===== src/rtl/pow2_arbiter.sv =====
// pow2_arbiter: shares one 2**A evaluation unit between NREQ requesters.
// Round-robin grant, one request in flight at a time, registered result
// presented on a valid/ready handshake.
//
// Ports:
//   clk        rising-edge clock
//   rst        synchronous, active-high reset
//   req        per-requester request, held until its gnt bit is seen
//   a_in       flattened exponents, requester i at [i*AW +: AW]
//   gnt        one-hot, one-cycle acceptance pulse (IDLE only)
//   busy       high whenever the FSM is not in IDLE
//   out_valid  result available
//   out_ready  consumer accepts the result
//   out_data   2**A truncated to OW bits, 0 on overflow
//   out_id     index of the served requester
//   out_ovf    high when A >= OW
module pow2_arbiter #(
   parameter  int NREQ = 4,
   parameter  int AW   = 7,
   parameter  int OW   = 7,
   localparam int IW   = (NREQ > 1) ? $clog2(NREQ) : 1
) (
   input  logic               clk,
   input  logic               rst,
   input  logic [NREQ-1:0]    req,
   input  logic [NREQ*AW-1:0] a_in,
   output logic [NREQ-1:0]    gnt,
   output logic               busy,
   output logic               out_valid,
   input  logic               out_ready,
   output logic [OW-1:0]      out_data,
   output logic [IW-1:0]      out_id,
   output logic               out_ovf
);

   typedef enum logic [1:0] {IDLE, CALC, DONE} state_t;

   state_t        state, state_nxt;
   logic [IW-1:0] rr_ptr;
   logic [IW-1:0] op_id;
   logic [AW-1:0] op_a;
   logic [IW-1:0] win_id;
   logic [IW-1:0] idx;
   logic          win_any;
   logic [AW-1:0] a_arr [NREQ];

   for (genvar i = 0; i < NREQ; i++) begin : g_unpack
      assign a_arr[i] = a_in[i*AW +: AW];
   end

   // First set req bit searching upward from rr_ptr, wrapping at NREQ.
   always_comb begin
      win_any = 1'b0;
      win_id  = '0;
      idx     = '0;
      for (int k = 0; k < NREQ; k++) begin
         idx = IW'((int'(rr_ptr) + k) % NREQ);
         if (!win_any && req[idx]) begin
            win_any = 1'b1;
            win_id  = idx;
         end
      end
   end

   always_comb begin
      state_nxt = state;
      gnt       = '0;
      case (state)
         IDLE: if (win_any) begin
            state_nxt = CALC;
            // Grant is combinational; suppressed while reset is held.
            if (!rst) gnt[win_id] = 1'b1;
         end
         CALC: state_nxt = DONE;
         DONE: if (out_ready) state_nxt = IDLE;
         default: state_nxt = IDLE;
      endcase
   end

   assign busy = (state != IDLE);

   always_ff @(posedge clk) begin
      if (rst) begin
         state     <= IDLE;
         rr_ptr    <= '0;
         op_a      <= '0;
         op_id     <= '0;
         out_valid <= 1'b0;
         out_data  <= '0;
         out_id    <= '0;
         out_ovf   <= 1'b0;
      end else begin
         state <= state_nxt;
         case (state)
            IDLE: if (win_any) begin
               op_a  <= a_arr[win_id];
               op_id <= win_id;
            end
            CALC: begin
               // Shift only when in range so no bits wrap into the result.
               if (int'(op_a) < OW) begin
                  out_data <= OW'(1) << op_a;
                  out_ovf  <= 1'b0;
               end else begin
                  out_data <= '0;
                  out_ovf  <= 1'b1;
               end
               out_id    <= op_id;
               out_valid <= 1'b1;
            end
            DONE: if (out_ready) begin
               out_valid <= 1'b0;
               // Pointer advances on hand-off only, never at grant.
               rr_ptr    <= (op_id == IW'(NREQ-1)) ? '0 : op_id + 1'b1;
            end
            default: ;
         endcase
      end
   end

endmodule


===== config.mk =====
export PLATFORM = sky130hd
export DESIGN_NAME = pow2_arbiter
export DESIGN_NICKNAME = d
export VERILOG_FILES = /design/src/rtl/pow2_arbiter.sv
export SDC_FILE = /design/constraint.sdc
export NUM_CORES = 1
export LEC_CHECK = 0
export ABC_AREA = 1
export CORE_ASPECT_RATIO = 2
export CORE_MARGIN = 1
export CORE_UTILIZATION = 30
export CTS_CLUSTER_SIZE = 14
export DETAILED_ROUTE_END_ITERATION = 7
export PLACE_DENSITY = 0.58
export SLEW_MARGIN = 15
export SYNTH_ARGS = -nofsm -noshare
export SYNTH_HDL_FRONTEND = slang
export SYNTH_SLANG_ARGS = --single-unit

===== constraint.sdc =====
create_clock -name clk -period 4.4 [get_ports clk]
set_clock_uncertainty 0.05 [all_clocks]
set_input_delay 0.44 -clock clk [delete_from_list [all_inputs] [get_ports clk]]
set_output_delay 0.44 -clock clk [all_outputs]
set_load 0.01 [all_outputs]

# Yosys cells after proc, flatten, opt, wreduce, memory -nomap -nowiden

Index checks and enable logic that the tools add are counted.

$add $sub $neg: 4
$mul: 0
Div/mod/pow operators: 0
$lt $le $gt $ge: 8
Equality and inequality tests: 5
Shift operators: 1
Multiplexer cells: 32
Bitwise operators: 1
Reduce and logical (&&, ||, !) cells: 14

Operators by type and width:

| kind                | number |
|---|---|
| $mux 7              | 3 |
| $lt 2x3->1 const B  | 5 |
| $bmux 7 s2          | 1 |
| $mux 2              | 7 |
| $mux 4              | 3 |
| $mux 1              | 11 |
| $bmux 1 s2          | 4 |
| $reduce_and 2->1    | 4 |
| $lt 7x3->1 const B  | 1 |
| $shl 1x7->7 const A | 1 |
| $pmux 2 s3          | 1 |
| $add 2x1->2 const B | 2 |
| $add 2x2->2 const B | 2 |
| $eq 2x2->1 const B  | 2 |
| $logic_and 1x1->1   | 4 |
| $ne 2x2->1 const B  | 2 |
| $reduce_bool 2->1   | 2 |
| $ge 3x3->1 const B  | 1 |
| $logic_not 1->1     | 3 |
| $not 2->3           | 1 |
| $demux 1 s2         | 1 |
| $eq 2x1->1 const B  | 1 |
| $ge 2x1->1 const B  | 1 |
| $logic_not 2->1     | 1 |
| $pmux 1 s2          | 1 |

Register bits: 24
Bits in latches: 0
RAM bits: 0
ROM bits: 0
Logic and storage cells: 73
Memories kept: 0

# Logic depth before layout (Yosys ltp)

Depth after elaboration: 19
Depth in mapped cells: 16

# Least setup slack after synthesis

OpenSTA, ideal clock, no wires.

Kind: in2out
Start: in req[3]
End: out gnt[2]
Data arrival time: 1.591 ns
Required time: 3.910 ns
Path slack: 2.319 ns
Cell stages on the path: 10
Buffers on the path: 1
Cell sequence: inv_1 > nand2_1 > nand3_1 > nand2_2 > nor2_4 > nand4_2 > nand2_4 > inv_2 > buf_4 > nor3_1

Cells in the longest elaborated chain, start to end: 19

RTL lines:

| element                                                        | line | text |
|---|---|---|
| start: declaration                                             | 25   | `input logic [NREQ-1:0] req,` |
| $bmux 1 s2                                                     | 58   | `if (!win_any && req[idx]) begin` |
| $mux 1 (not written as such)                                   | 58   |  |
| $mux 1                                                         | 58   |  |
| $logic_not 1->1                                                | 58   |  |
| $logic_and 1x1->1                                              | 58   |  |
| $mux 1                                                         | 58   |  |
| $logic_not 1->1                                                | 58   |  |
| $logic_and 1x1->1                                              | 58   |  |
| [3 not listed]                                                 | --   |  |
| $mux 2                                                         | 58   |  |
| $lt 2x3->1 (not written as such) or $ge 2x1->1 (tied branches) | 72   | `if (!rst) gnt[win_id] = 1'b1;` |
| $logic_and 1x1->1 (not written as such)                        | 72   |  |
| $mux 1 (not written as such)                                   | 72   |  |
| $demux 1 s2                                                    | 72   |  |
| $mux 4                                                         | 72   |  |
| $mux 4 (*)                                                     | 69   | `IDLE: if (win_any) begin` |
| $mux 4 (*)                                                     | 68   | `case (state)` |
| end: declaration                                               | 27   | `output logic [NREQ-1:0] gnt,` |

Every way passes the cells marked *; elsewhere a longest branch is shown, timed or not. The select of a mux whose other input is x is not followed.

# Final worst setup path

Start: reg rr_ptr[0]
End: out gnt[3]

Cells in the longest elaborated chain, start to end: 19

RTL lines:

| element                                             | line | text |
|---|---|---|
| start: declaration                                  | 39   | `logic [IW-1:0] rr_ptr;` |
| start signal: assignment                            | 114  | `rr_ptr <= (op_id == IW'(NREQ-1)) ? '0 : op_id + 1'b1;` |
| branches (longest 17 deep; another with $lt 2x3->1) | --   |  |
| $mux 4 (*)                                          | 69   |  |
| $mux 4 (*)                                          | 68   |  |

Every way passes the cells marked *. The select of a mux whose other input is x is not followed.

==> reports/summary.md <==
The post-synthesis simple-gate area fraction was 50.1%. The total nets after synthesis is 277. Kind of end point of the critical path: an output pin. The number of antenna-violating nets in the routed design came out at 0. For this design, the slowest cell found on the critical path is sky130_fd_sc_hd__dfxtp_1.

The kind of start point of the critical path was a flop. Cell at the root of the clock tree: sky130_fd_sc_hd__clkbuf_8. Summing the areas of all fa, ha and maj instances in the mapped netlist gives 0.788% of the synthesized area. The measured slew at the worst slew-check pin is 0.527 ns, and the final sum of negative setup slack is 0 ns. No sink is reached through more buffers than the 2 on the longest clock path. The met1 routing resource usage after global routing came out at 17.7%.

Cells with a size suffix above 1 make up 12.5% of the layout. The filler cells instantiated in the layout total 553. The tools report the met3 demand-to-capacity share in global routing as 1.46%. The tools report the clock latency on the worst-skew pair as 0.27 ns. The area inside the core boundary was 5140 sq um. After synthesis, the share of flip-flops with an asynchronous set or reset is 0%. The final layout contains 324 nets.

The required time of the worst setup path was 3.91 ns; the mean post-synth cell area was 6.59 sq um. Buffers inserted during clock tree synthesis total 3. From synthesis to final layout, the design area changed by 36.7%.

Worst min-delay path startpoint: out_data[5]. The tools report the top-level port count as 51. The most used flip-flop cell after synthesis is sky130_fd_sc_hd__dfxtp_1. The routed via count divided by cell count is 4.79. On the worst path, the slowest cell contributes a delay of 0.66 ns. The run gives 0 as the final count of negative-setup-slack endpoints.

The worst path uses 73.0% of the clock period. The reg2reg setup slack is 2.22 ns. TritonCTS built the clock tree.

The fraction of synthesized area in multiplexers is 0%. 0 antenna diodes ended up in the layout. The first global-routing pass estimated 6690 microns of wire. The most critical setup path has its startpoint at rr_ptr[0]. The end of the worst register-to-register path is op_a[4]. The signal on the critical path passes through nand2_1 -> nand3_1 -> nand2_2 -> nor2_4 -> nand4_2 -> nand2_4 -> inv_2 -> nor3_1 -> clkdlybuf4s50_1.

The total number of H-tree levels is 1, and the quantity of I/O buffers inserted on ports is 50. The total die area was 5610 sq um; the violation count after the first detailed-routing iteration was 30. Detailed placement ended at an HPWL of 3140 microns. The logs give 26 for the distinct cell type count of the synthesized netlist and 0 for the count of pins over their slew limit. The met2 capacity usage during global routing was 27.3%. Counting cells, the worst reg-to-reg path comes to 14.

The total grt overflow was 0; the die width was 53.4 microns. The number of global-route vias before repair is 1541. The run finished with clean final reports.

IR analysis of the VDD net gives a maximum drop of 193 uV. The final RePlAce weighted congestion was 0.792. The maximum achievable frequency was 0.311 GHz; the clock slew at the register clock pins of the worst setup and hold paths was 0.08 ns. Wires add up to 3860 microns. Measured against its own limit, the worst slew margin works out to 64.8%.

From bottom edge to top edge, the die measures 105 microns. The number of antenna violations at the first check in global routing is 0. Synthesis produced a netlist whose cell count is 241. The smallest clock period supported by the final layout is computed as 3.21 ns.

For the worst setup path, the data arrival time is 2.72 ns. The main combinational cell family by area after synthesis was simple AND/OR/NAND/NOR gates. The startpoint identified for the worst register-to-register timing path is rr_ptr[0]. The starting density of the core was 30.9%. Entering global routing, the biggest net connects 18 pins. The most critical setup path has its endpoint at gnt[3]. Setup repair after global routing left no endpoint under its margin.

The area of the mapped netlist is 1590 sq um. The number of remaining DRC errors was 0. The cell area after placement is 2100 sq um, and the total number of clock tree sinks is 24. The fraction of synthesized cell area in xor and xnor cells was 0%. After global routing, the most crowded layer is met2. On the critical path the largest part of the delay comes from simple AND/OR/NAND/NOR gates. Yosys printed 0 warnings. The number of enable-type register cells in the synthesized netlist was 0; the post-CTS setup repair buffer count was 0. The largest fanout on the critical path is 15.

For the pre-CTS worst setup slack, the log shows 1.28 ns. The summed area of non-filler cells in the final layout was 2170 sq um. Global routing used 15.4% of the available tracks across all layers. The critical path crosses 9 cells after its start point. For the number of hold violations in the final report, the log shows 0. The via total after detailed routing is 1654. The per-cell routed wire length is 11.2 microns. Before antenna repair, the detailed router went through 4 iterations. For the number of rows in the core area, the log shows 37. The tools report the end-of-flow core utilization as 42.2%. The buffers plus inverters on the worst setup path is 2.

For this run, the register share of the synthesized area comes to 30.3%. The final critical-path setup slack is 1.19 ns. The worst hold path class is flop to flop. For the number of hold buffers added after CTS, the log shows 0. The tool flagged a number of max-cap violations equal to 0. By startpoint and endpoint, the worst setup path is classified as flop to output pin. Power density over cell area: 343 nW/um^2. Post-synthesis register bit count: 24.

The synthesized netlist devotes 8.83% of its cell area to compound gates. In this run the static leakage power is 0.943 nW. The number of gates resized after CTS was 0.
## routing by layer
metal	part of all wire (%)	vias to the layer above
li1	-	873
met1	40	732
met2	55	40
met3	2.9	9
met4	2.3	0
met5	0	-
## layout make-up
cell class | count | area [sq um] | area share [%]
Timing Repair Buffer | 50 | 500 | 23.1
Sequential cell | 24 | 480 | 22.1
Clock inverter | 1 | 30.0 | 1.38
Tap cell | 58 | 72.6 | 3.34
Clock buffer | 3 | 41.3 | 1.90
Multi-Input combinational cell | 185 | 948 | 43.7
Inverter | 24 | 97.6 | 4.50
## power breakdown
group | switching, W | internal [W] | total (W)
combinational | 0.000169 | 0.000114 | 0.000283
clock | 0.0000698 | 0.000122 | 0.000191
sequential | 0.0000237 | 0.000245 | 0.000269
## cell usage in the layout, fill, tap and decap left out
master                            count
sky130_fd_sc_hd__nand3_4              3
sky130_fd_sc_hd__nand3_2              4
sky130_fd_sc_hd__nand3_1             25
sky130_fd_sc_hd__nor2_4               2
sky130_fd_sc_hd__o21ai_1              1
sky130_fd_sc_hd__nand2_4              3
sky130_fd_sc_hd__inv_1               18
sky130_fd_sc_hd__inv_8                1
sky130_fd_sc_hd__nand2_2             12
sky130_fd_sc_hd__dfxtp_1             24
sky130_fd_sc_hd__clkbuf_8             3
sky130_fd_sc_hd__inv_2                5
sky130_fd_sc_hd__nor3_1               5
sky130_fd_sc_hd__nor2_1              23
sky130_fd_sc_hd__nand3b_1             2
sky130_fd_sc_hd__o21ai_0             12
sky130_fd_sc_hd__nand2_1             67
sky130_fd_sc_hd__ha_1                 1
sky130_fd_sc_hd__nand4_1              8
sky130_fd_sc_hd__bufinv_16            1
sky130_fd_sc_hd__nor2_2               1
sky130_fd_sc_hd__a21oi_1             15
sky130_fd_sc_hd__clkdlybuf4s50_1     50
sky130_fd_sc_hd__nand4_2              1
## cells by family after synthesis
group                      Yosys count
AOI/OAI and AO/OA                   28
adders and majority gates            1
buffers and inverters               32
DFF                                 24
and+or+nand+nor                    156
## per-stage QoR
step,total power (W),cells,hold WS [ns]
final,0.000744,345,0.418
after global routing,0.000797,345,0.436
after CTS,0.000750,345,0.423
after detailed placement,0.000560,341,0.410
after global placement,0.000559,341,0.403
after floorplan,0.000474,241,0.427
## worst min path at each step
| stage | end | slack, ns | cells after the start |
|---|---|---|---|
| detailed placement | out_data[4] | 0.41 | 2 |
| floorplan | out_id[1] | 0.43 | 2 |
| global route | out_data[3] | 0.44 | 2 |
| CTS | out_data[4] | 0.42 | 2 |
| finish | out_data[5] | 0.42 | 2 |
| global placement | out_valid | 0.40 | 2 |
## tightest hold or removal path, stage by stage (launching register included)
cell	delay, ns
sky130_fd_sc_hd__dfxtp_1	0.31
sky130_fd_sc_hd__nand2_1	0.06
sky130_fd_sc_hd__a21oi_1	0.06
## flip-flops by register name (all words and copies together), names as in the netlist
| register | cells |
|---|---|
| op_a | 7 |
| op_id | 2 |
| out_data | 7 |
| out_id | 2 |
| out_ovf | 1 |
| out_valid | 1 |
| rr_ptr | 2 |
| state | 2 |
## synthesized netlist by cell type, types with 2 or more instances
cell	number	share of area (%)
sky130_fd_sc_hd__nand3_2	4	2.5
sky130_fd_sc_hd__o21ai_0	12	3.8
sky130_fd_sc_hd__nand2_2	12	4.7
sky130_fd_sc_hd__nand2_4	3	2.1
sky130_fd_sc_hd__nand3_4	3	3.3
sky130_fd_sc_hd__buf_6	2	1.4
sky130_fd_sc_hd__clkbuf_1	3	0.71
sky130_fd_sc_hd__nand4_1	8	3.2
sky130_fd_sc_hd__nand2_1	67	16
sky130_fd_sc_hd__dfxtp_1	24	30
sky130_fd_sc_hd__inv_2	5	1.2
sky130_fd_sc_hd__nand3_1	25	7.9
sky130_fd_sc_hd__nand3b_1	2	0.95
sky130_fd_sc_hd__nor2_4	2	1.4
sky130_fd_sc_hd__nor2_1	23	5.4
sky130_fd_sc_hd__nor3_1	5	1.6
sky130_fd_sc_hd__a21oi_1	15	4.7
sky130_fd_sc_hd__inv_1	18	4.3
Power figures use the tool's default switching activity.
